===== src/rtl/mig_wr_drain_if.sv =====
// FIFO read port plus MIG application write-data and command channels
// between the drain stage (master) and the FIFO/MIG side (slave).
interface mig_wr_drain_if #(
  parameter int unsigned DW     = 32,
  parameter int unsigned APP_DW = 128,
  parameter int unsigned ADDR_W = 28
);
  logic                  fifo_empty;
  logic [DW-1:0]         fifo_rdata;
  logic                  fifo_re;
  logic [ADDR_W-1:0]     app_addr;
  logic [2:0]            app_cmd;
  logic                  app_en;
  logic                  app_rdy;
  logic [APP_DW-1:0]     app_wdf_data;
  logic                  app_wdf_wren;
  logic                  app_wdf_end;
  logic [APP_DW/8-1:0]   app_wdf_mask;
  logic                  app_wdf_rdy;

  modport master (
    input  fifo_empty, fifo_rdata, app_rdy, app_wdf_rdy,
    output fifo_re, app_addr, app_cmd, app_en,
           app_wdf_data, app_wdf_wren, app_wdf_end, app_wdf_mask
  );

  modport slave (
    output fifo_empty, fifo_rdata, app_rdy, app_wdf_rdy,
    input  fifo_re, app_addr, app_cmd, app_en,
           app_wdf_data, app_wdf_wren, app_wdf_end, app_wdf_mask
  );
endinterface


===== src/rtl/mig_wr_drain.sv =====
// Pops APP_DW/DW FIFO words into one MIG data beat, writes it on app_wdf_*,
// then issues the matching write command at an auto-incrementing address.
module mig_wr_drain #(
  parameter int unsigned DW        = 32,
  parameter int unsigned APP_DW    = 128,
  parameter int unsigned ADDR_W    = 28,
  parameter int unsigned BASE_ADDR = 0,
  parameter int unsigned ADDR_STEP = 8
) (
  input  logic              clk,
  input  logic              rstn,
  input  logic              enable,
  mig_wr_drain_if.master    bus,
  output logic              busy,
  output logic [31:0]       beat_cnt
);

  localparam int unsigned RATIO = APP_DW / DW;
  localparam int unsigned IDX_W = (RATIO > 1) ? $clog2(RATIO) : 1;
  localparam logic [IDX_W-1:0] IDX_LAST = IDX_W'(RATIO - 1);

  typedef enum logic [1:0] {
    IDLE  = 2'd0,
    FILL  = 2'd1,
    WDATA = 2'd2,
    CMD   = 2'd3
  } state_t;

  state_t              state;
  state_t              state_nxt;
  logic [IDX_W-1:0]    idx;
  logic [APP_DW-1:0]   pack;
  logic [ADDR_W-1:0]   cur_addr;

  logic                fifo_re;
  logic                app_en;
  logic                wdf_wren;
  logic                cmd_acc;

  assign cmd_acc = (state == CMD) && bus.app_rdy;

  // State register
  always_ff @(posedge clk or negedge rstn) begin
    if (!rstn) state <= IDLE;
    else       state <= state_nxt;
  end

  // Next-state logic
  always_comb begin
    state_nxt = state;
    unique case (state)
      IDLE:    if (enable) state_nxt = FILL;
      FILL:    if (fifo_re && (idx == IDX_LAST)) state_nxt = WDATA;
      WDATA:   if (bus.app_wdf_rdy) state_nxt = CMD;
      CMD:     if (bus.app_rdy) state_nxt = enable ? FILL : IDLE;
      default: state_nxt = IDLE;
    endcase
  end

  // Moore output decode; fifo_re additionally gated by the empty flag
  always_comb begin
    fifo_re  = 1'b0;
    app_en   = 1'b0;
    wdf_wren = 1'b0;
    busy     = 1'b0;
    unique case (state)
      IDLE:    busy = 1'b0;
      FILL:    begin busy = 1'b1; fifo_re = !bus.fifo_empty; end
      WDATA:   begin busy = 1'b1; wdf_wren = 1'b1; end
      CMD:     begin busy = 1'b1; app_en = 1'b1; end
      default: busy = 1'b0;
    endcase
  end

  // Lane packing, address and beat bookkeeping
  always_ff @(posedge clk or negedge rstn) begin
    if (!rstn) begin
      idx      <= '0;
      pack     <= '0;
      cur_addr <= ADDR_W'(BASE_ADDR);
      beat_cnt <= 32'd0;
    end else begin
      if (fifo_re) begin
        idx <= (idx == IDX_LAST) ? '0 : idx + IDX_W'(1);
        for (int unsigned l = 0; l < RATIO; l++) begin
          if (idx == IDX_W'(l)) pack[l*DW +: DW] <= bus.fifo_rdata;
        end
      end
      if (cmd_acc) begin
        cur_addr <= cur_addr + ADDR_W'(ADDR_STEP);
        beat_cnt <= beat_cnt + 32'd1;
      end
    end
  end

  assign bus.fifo_re      = fifo_re;
  assign bus.app_en       = app_en;
  assign bus.app_addr     = cur_addr;
  assign bus.app_cmd      = 3'b000;
  assign bus.app_wdf_data = pack;
  assign bus.app_wdf_wren = wdf_wren;
  assign bus.app_wdf_end  = wdf_wren;
  assign bus.app_wdf_mask = '0;

endmodule


===== src/flat_wrapper.sv =====
// flat-port wrapper written by rule: the top's interface ports become plain ports
module mig_wr_drain_flat 
#(
  parameter int unsigned DW        = 32,
  parameter int unsigned APP_DW    = 128,
  parameter int unsigned ADDR_W    = 28,
  parameter int unsigned BASE_ADDR = 0,
  parameter int unsigned ADDR_STEP = 8
)
  (clk, rstn, enable, busy, beat_cnt, bus_fifo_empty, bus_fifo_rdata, bus_app_rdy, bus_app_wdf_rdy, bus_fifo_re, bus_app_addr, bus_app_cmd, bus_app_en, bus_app_wdf_data, bus_app_wdf_wren, bus_app_wdf_end, bus_app_wdf_mask);
  mig_wr_drain_if #(.DW(DW), .APP_DW(APP_DW), .ADDR_W(ADDR_W)) bus_i ();
  input  logic clk;
  input  logic rstn;
  input  logic enable;
  output logic busy;
  output logic [31:0] beat_cnt;
  input wire logic [$bits(bus_i.fifo_empty)-1:0] bus_fifo_empty;
  input wire logic [$bits(bus_i.fifo_rdata)-1:0] bus_fifo_rdata;
  input wire logic [$bits(bus_i.app_rdy)-1:0] bus_app_rdy;
  input wire logic [$bits(bus_i.app_wdf_rdy)-1:0] bus_app_wdf_rdy;
  output wire logic [$bits(bus_i.fifo_re)-1:0] bus_fifo_re;
  output wire logic [$bits(bus_i.app_addr)-1:0] bus_app_addr;
  output wire logic [$bits(bus_i.app_cmd)-1:0] bus_app_cmd;
  output wire logic [$bits(bus_i.app_en)-1:0] bus_app_en;
  output wire logic [$bits(bus_i.app_wdf_data)-1:0] bus_app_wdf_data;
  output wire logic [$bits(bus_i.app_wdf_wren)-1:0] bus_app_wdf_wren;
  output wire logic [$bits(bus_i.app_wdf_end)-1:0] bus_app_wdf_end;
  output wire logic [$bits(bus_i.app_wdf_mask)-1:0] bus_app_wdf_mask;
  assign bus_i.fifo_empty = bus_fifo_empty;
  assign bus_i.fifo_rdata = bus_fifo_rdata;
  assign bus_i.app_rdy = bus_app_rdy;
  assign bus_i.app_wdf_rdy = bus_app_wdf_rdy;
  assign bus_fifo_re = bus_i.fifo_re;
  assign bus_app_addr = bus_i.app_addr;
  assign bus_app_cmd = bus_i.app_cmd;
  assign bus_app_en = bus_i.app_en;
  assign bus_app_wdf_data = bus_i.app_wdf_data;
  assign bus_app_wdf_wren = bus_i.app_wdf_wren;
  assign bus_app_wdf_end = bus_i.app_wdf_end;
  assign bus_app_wdf_mask = bus_i.app_wdf_mask;
  mig_wr_drain #(.DW(DW), .APP_DW(APP_DW), .ADDR_W(ADDR_W), .BASE_ADDR(BASE_ADDR), .ADDR_STEP(ADDR_STEP)) u_core (.clk(clk), .rstn(rstn), .enable(enable), .bus(bus_i), .busy(busy), .beat_cnt(beat_cnt));
endmodule

===== config.mk =====
export PLATFORM = sky130hd
export DESIGN_NAME = mig_wr_drain_flat
export DESIGN_NICKNAME = d
export VERILOG_FILES = /design/src/rtl/mig_wr_drain_if.sv /design/src/rtl/mig_wr_drain.sv /design/src/flat_wrapper.sv
export SDC_FILE = /design/constraint.sdc
export NUM_CORES = 1
export LEC_CHECK = 0
export CAP_MARGIN = 0
export CORE_MARGIN = 2
export CORE_UTILIZATION = 25
export CTS_BUF_LIST = sky130_fd_sc_hd__clkbuf_4 sky130_fd_sc_hd__clkbuf_8 sky130_fd_sc_hd__clkbuf_16
export DETAILED_ROUTE_END_ITERATION = 10
export HOLD_SLACK_MARGIN = 0.05
export PLACE_DENSITY = 0.48
export SYNTH_ARGS = -nofsm -noshare
export SYNTH_HDL_FRONTEND = slang
export SYNTH_SLANG_ARGS = --single-unit

===== constraint.sdc =====
create_clock -name clk -period 3.4 [get_ports clk]
set_clock_uncertainty 0.1 [all_clocks]
set_input_delay 0.68 -clock clk [delete_from_list [all_inputs] [get_ports clk]]
set_output_delay 0.68 -clock clk [all_outputs]
set_load 0.1 [all_outputs]

Word-level counts from Yosys, hierarchy flattened
Cells that the tools add are included.

Register bits after elaboration: 192. Output and inout bits: 212. Logic and storage cells: 43.

Add/subtract/negate cells: 3. Equal/unequal tests: 10. Muxes and demuxes: 11. Reduce and logical (&&, ||, !) cells: 11.

Operators with widths (number): $add 32x1->32 const B (1); $add 28x4->28 const B (1); $mux 2 (5); $eq 2x2->1 const B (4); $pmux 2 s4 (1); $reduce_and 2->1 (4); $ne 2x2->1 const B (3); $eq 2x1->1 const B (2); $logic_not 2->1 (2); $mux 1 (4); $reduce_and 4->1 (1); $reduce_or 3->1 (1); $add 2x1->2 const B (1); $logic_and 1x1->1 (2); $ne 2x1->1 const B (1); $pmux 1 s2 (1); $logic_not 1->1 (1).

Depth between registers and ports, before layout
Depth in word-level cells: 5. Depth in mapped cells: 7.

Worst setup path after synthesis
OpenSTA, ideal clock, no wires.

Path kind: flip-flop to flip-flop. From: reg u_core.state[0]. To: reg u_core.beat_cnt[25]. Library setup time: 0.159 ns. Arrival time: 2.409 ns. Data required time: 3.141 ns. Setup slack: 0.732 ns. Stages on the path, launching flop included: 7. Period minus slack after synthesis: 2.668 ns. Path through: dfrtp_1 ha_1 buf_2 nand4_1 nor3_2 nand4_1 xnor2_1.

Word-level cells in the longest chain between the ends: 2.

Ends and longest elaborated chain: start: declaration (line mig_wr_drain.sv:29) `state_t state;`; start signal: assignment (line mig_wr_drain.sv:45) `else state <= state_nxt;`; $eq 2x2->1 (line mig_wr_drain.sv:40) `assign cmd_acc = (state == CMD) && bus.app_rdy;`; $logic_and 1x1->1 (line mig_wr_drain.sv:40); end signal: assignment (line mig_wr_drain.sv:91) `beat_cnt <= beat_cnt + 32'd1;`; end: declaration (line mig_wr_drain.sv:15) `output logic [31:0] beat_cnt`.

Every way passes these cells. A chain may end at the register's enable or synchronous reset.

Final worst setup path
From: reg u_core.state[1]. To: out bus_fifo_re.

Word-level cells in the longest chain between the ends: 2.

Ends and longest elaborated chain: $eq 2x1->1 (line mig_wr_drain.sv:66) `unique case (state)`; $mux 1 (line mig_wr_drain.sv:66); end: declaration (line flat_wrapper.sv:21) `output wire logic [$bits(bus_i.fifo_re)-1:0] bus_fifo_re;`.

Every way passes these cells.

==> impl_metrics.tcl <==
set metrics [dict create \
    status "complete, no violations" \
    worst_r2r_path_depth 6 \
    start_kind "register" \
    drt-total-wl_um 19980 \
    synthCells 554 \
    slew_violations 0 \
    final_cell_mix "buf_4 (193), dfrtp_1 (189), mux2_2 (130), xnor2_1 (38), clkdlybuf4s50_1 (36)" \
    synthTopCellsByArea "dfrtp_1 (61%), mux2_2 (19%), xnor2_1 (4.3%)" \
    avgViaCountPerCell 4.267 \
    fp.dieArea_mm2 0.03262 \
    start_util_pct 25.42 \
    ys_seq_elements 189 \
    r2r-start "u_core.state[1]" \
    syn_to_final_growth_pct 37.56 \
    worstPathArrival_ns 2.02 \
    fin_crit_ns 2.796 \
    layout_commonest_cell "buf_4" \
    grt_pass1_vias 5208 \
    nNetsFinal 838 \
    dpl.hpwl_um 14020 \
    dr.first_iter.drc_count 154 \
    gr-usage-all-layers_pct 12.60 \
    ioPinCount 250 \
    antenna_found_initial 0 \
    cts_setup_buffers 0 \
    ys_seq_area_share_pct 60.65 \
    setup_violations 0 \
    drive_gt1_share_pct 46.58 \
    cp_cell_sequence "inv_1, ha_1, nor2b_1, buf_4, buf_12" \
    synth_largest_area_cell "dfrtp_1" \
    grt_max_degree 82 \
    min_period_over_period_pct 82.22 \
    die_h_um 180.6 \
    clockBufferDepth 2 \
    grt_pass1_wl_um 31800 \
    relSlewSlack_pct 40.91 \
    r2r-end "u_core.bus.app_wdf_data[85]" \
    core_mm2 0.03067 \
    grt.overflow.total 0 \
    yosysWarningCount 0 \
    maxCapViolCount 0 \
    critPathMaxStageDelay_ns 0.44 \
    cpMaxStageDelayCell "nor2b_1" \
    fill_cells 3058 \
    critPathMaxFanout 6 \
    cts_tree "done" \
    root_buffer "clkbuf_16" \
    die_x_um 180.6 \
    yosysUniqueCellTypes 32 \
    avgSynthCellArea_um2 14.07 \
    path_clk_slew_ns 0.07 \
    htree_levels 4 \
    regArea_mm2 0.004730 \
    synth-simple-area-share_pct 8.488 \
    fmax_ghz 0.3577 \
    crit_type "reg2out" \
    synth_top_family_by_area "multiplexers" \
    synth_area_mm2 0.007797 \
    min_path_type "in2async" \
    wl_per_cell_um 16.65 \
    cp-end-kind "output pin" \
    port_buffers 227 \
    synth_top_area_share_pct 60.65 \
    setup_tns_ns 0 \
    crit_required_ns 2.62 \
    synth_compound_area_share_pct 0.5777 \
    rows 64 \
    r2r_slack_ns 1.11 \
    muxShareOfSynthArea_pct 18.77 \
    multi_input_area_mm2 0.002868 \
    cts_resized 0 \
    ctsHoldBuffers 0 \
    numCtsBuffers 17 \
    synth_fa_ha_area_share_pct 1.605 \
    post-route-drc-count 0 \
    worstMarginPinSlew_ns 0.8830 \
    synth_xor_area_share_pct 6.178 \
    clk_latency_ns 0.44 \
    hold_violations 0 \
    clkSinkCount 189 \
    drt-pass1-iter-count 4 \
    place_congestion 0.7532 \
    vias 5120 \
    rsz0062_at_grt "false" \
    ant_nets 0 \
]
sequential cells by signal, summed over array words and instances (netlist names):
register and cells:
u_core.idx 2, u_core.beat_cnt 32, u_core.bus.app_addr 25, u_core.state 2
u_core.bus.app_wdf_data 128
final cells by class:
class                      instances  area share, %
sequential                       189          44.09
multi-input combinational        337          26.74
timing repair buffer             236          18.12
tap                              396          4.619
clock buffer                      19          4.223
clock inverter                    13          1.878
inverter                           9         0.3149
antenna                            1        0.02333
critical path, delay by kind of cell, from the launching register on:
kind                       cells  cell delay, ns
buffers and inverters          3            0.50
and+or+nand+nor                1            0.44
adders and majority gates      1            0.21
DFF                            1            0.41
cells in the mapped netlist:
cell / instances
and4_2: 3
clkbuf_1: 4
conb_1: 1
nor4_1: 6
nor3_1: 6
nor4_2: 1
ha_1: 10
nand3b_1: 1
and3_1: 10
a31oi_1: 1
nor3_2: 1
nand3_1: 18
a2111oi_2: 1
and4b_1: 1
nand2_1: 24
xor2_1: 17
nand4_2: 1
xnor2_1: 38
nand3_2: 1
buf_2: 13
nor2b_1: 5
nor2_1: 8
and2_1: 4
mux2_2: 130
and4_1: 7
o22a_1: 1
o21ai_0: 3
or4_4: 1
nand4_1: 16
inv_1: 9
dfrtp_1: 189
buf_4: 23
worst max path at each step:
| stage | from | endpoint | slack (ns) | cells after the start |
|---|---|---|---|---|
| finish | u_core.state[1] | bus_fifo_re | 0.60 | 5 |
| global route | u_core.state[1] | bus_fifo_re | 0.45 | 5 |
| CTS | u_core.state[1] | bus_fifo_re | 0.55 | 5 |
| detailed placement | bus_fifo_empty | bus_fifo_re | 0.71 | 4 |
| global placement | bus_fifo_empty | bus_fifo_re | 0.71 | 4 |
| floorplan | u_core.state[0] | u_core.beat_cnt[25] | 0.73 | 6 |
metrics by stage:
stage / utilization, % / instances / hold WS, ns / worst slack [ns] / cell area (µm²)
detailed placement: 32.83 / 1167 / 0.3573 / 0.7074 / 10070
global placement: 32.83 / 1167 / 0.3619 / 0.7126 / 10070
CTS: 34.97 / 1199 / 0.2021 / 0.5455 / 10720
floorplan: - / 575 / 0.2844 / 0.7324 / 7876
finish: 34.97 / 1200 / 0.1991 / 0.6044 / 10730
global route: 34.97 / 1199 / 0.2338 / 0.4528 / 10720
routing by layer:
metal	wire length [µm]	GRT usage, %	part of all wire, %
met1	9672	17.57	48
met2	8848	18.64	44
met3	1190	3.820	6.0
met4	272	4.097	1.4
met5	0	0	0
cell families (layout without fill, tap and decap cells):
family          Yosys count  after routing
flops                   189            189
fa+ha+maj                10             10
buf+inv                  49            277
xor+xnor                 55             55
mux                     130            130
compound gates            6              6
other cells               1             23
simple gates            114            114
Power is not shown: default switching activity piles up to over one toggle a cycle in this logic, so the estimate is an artifact.
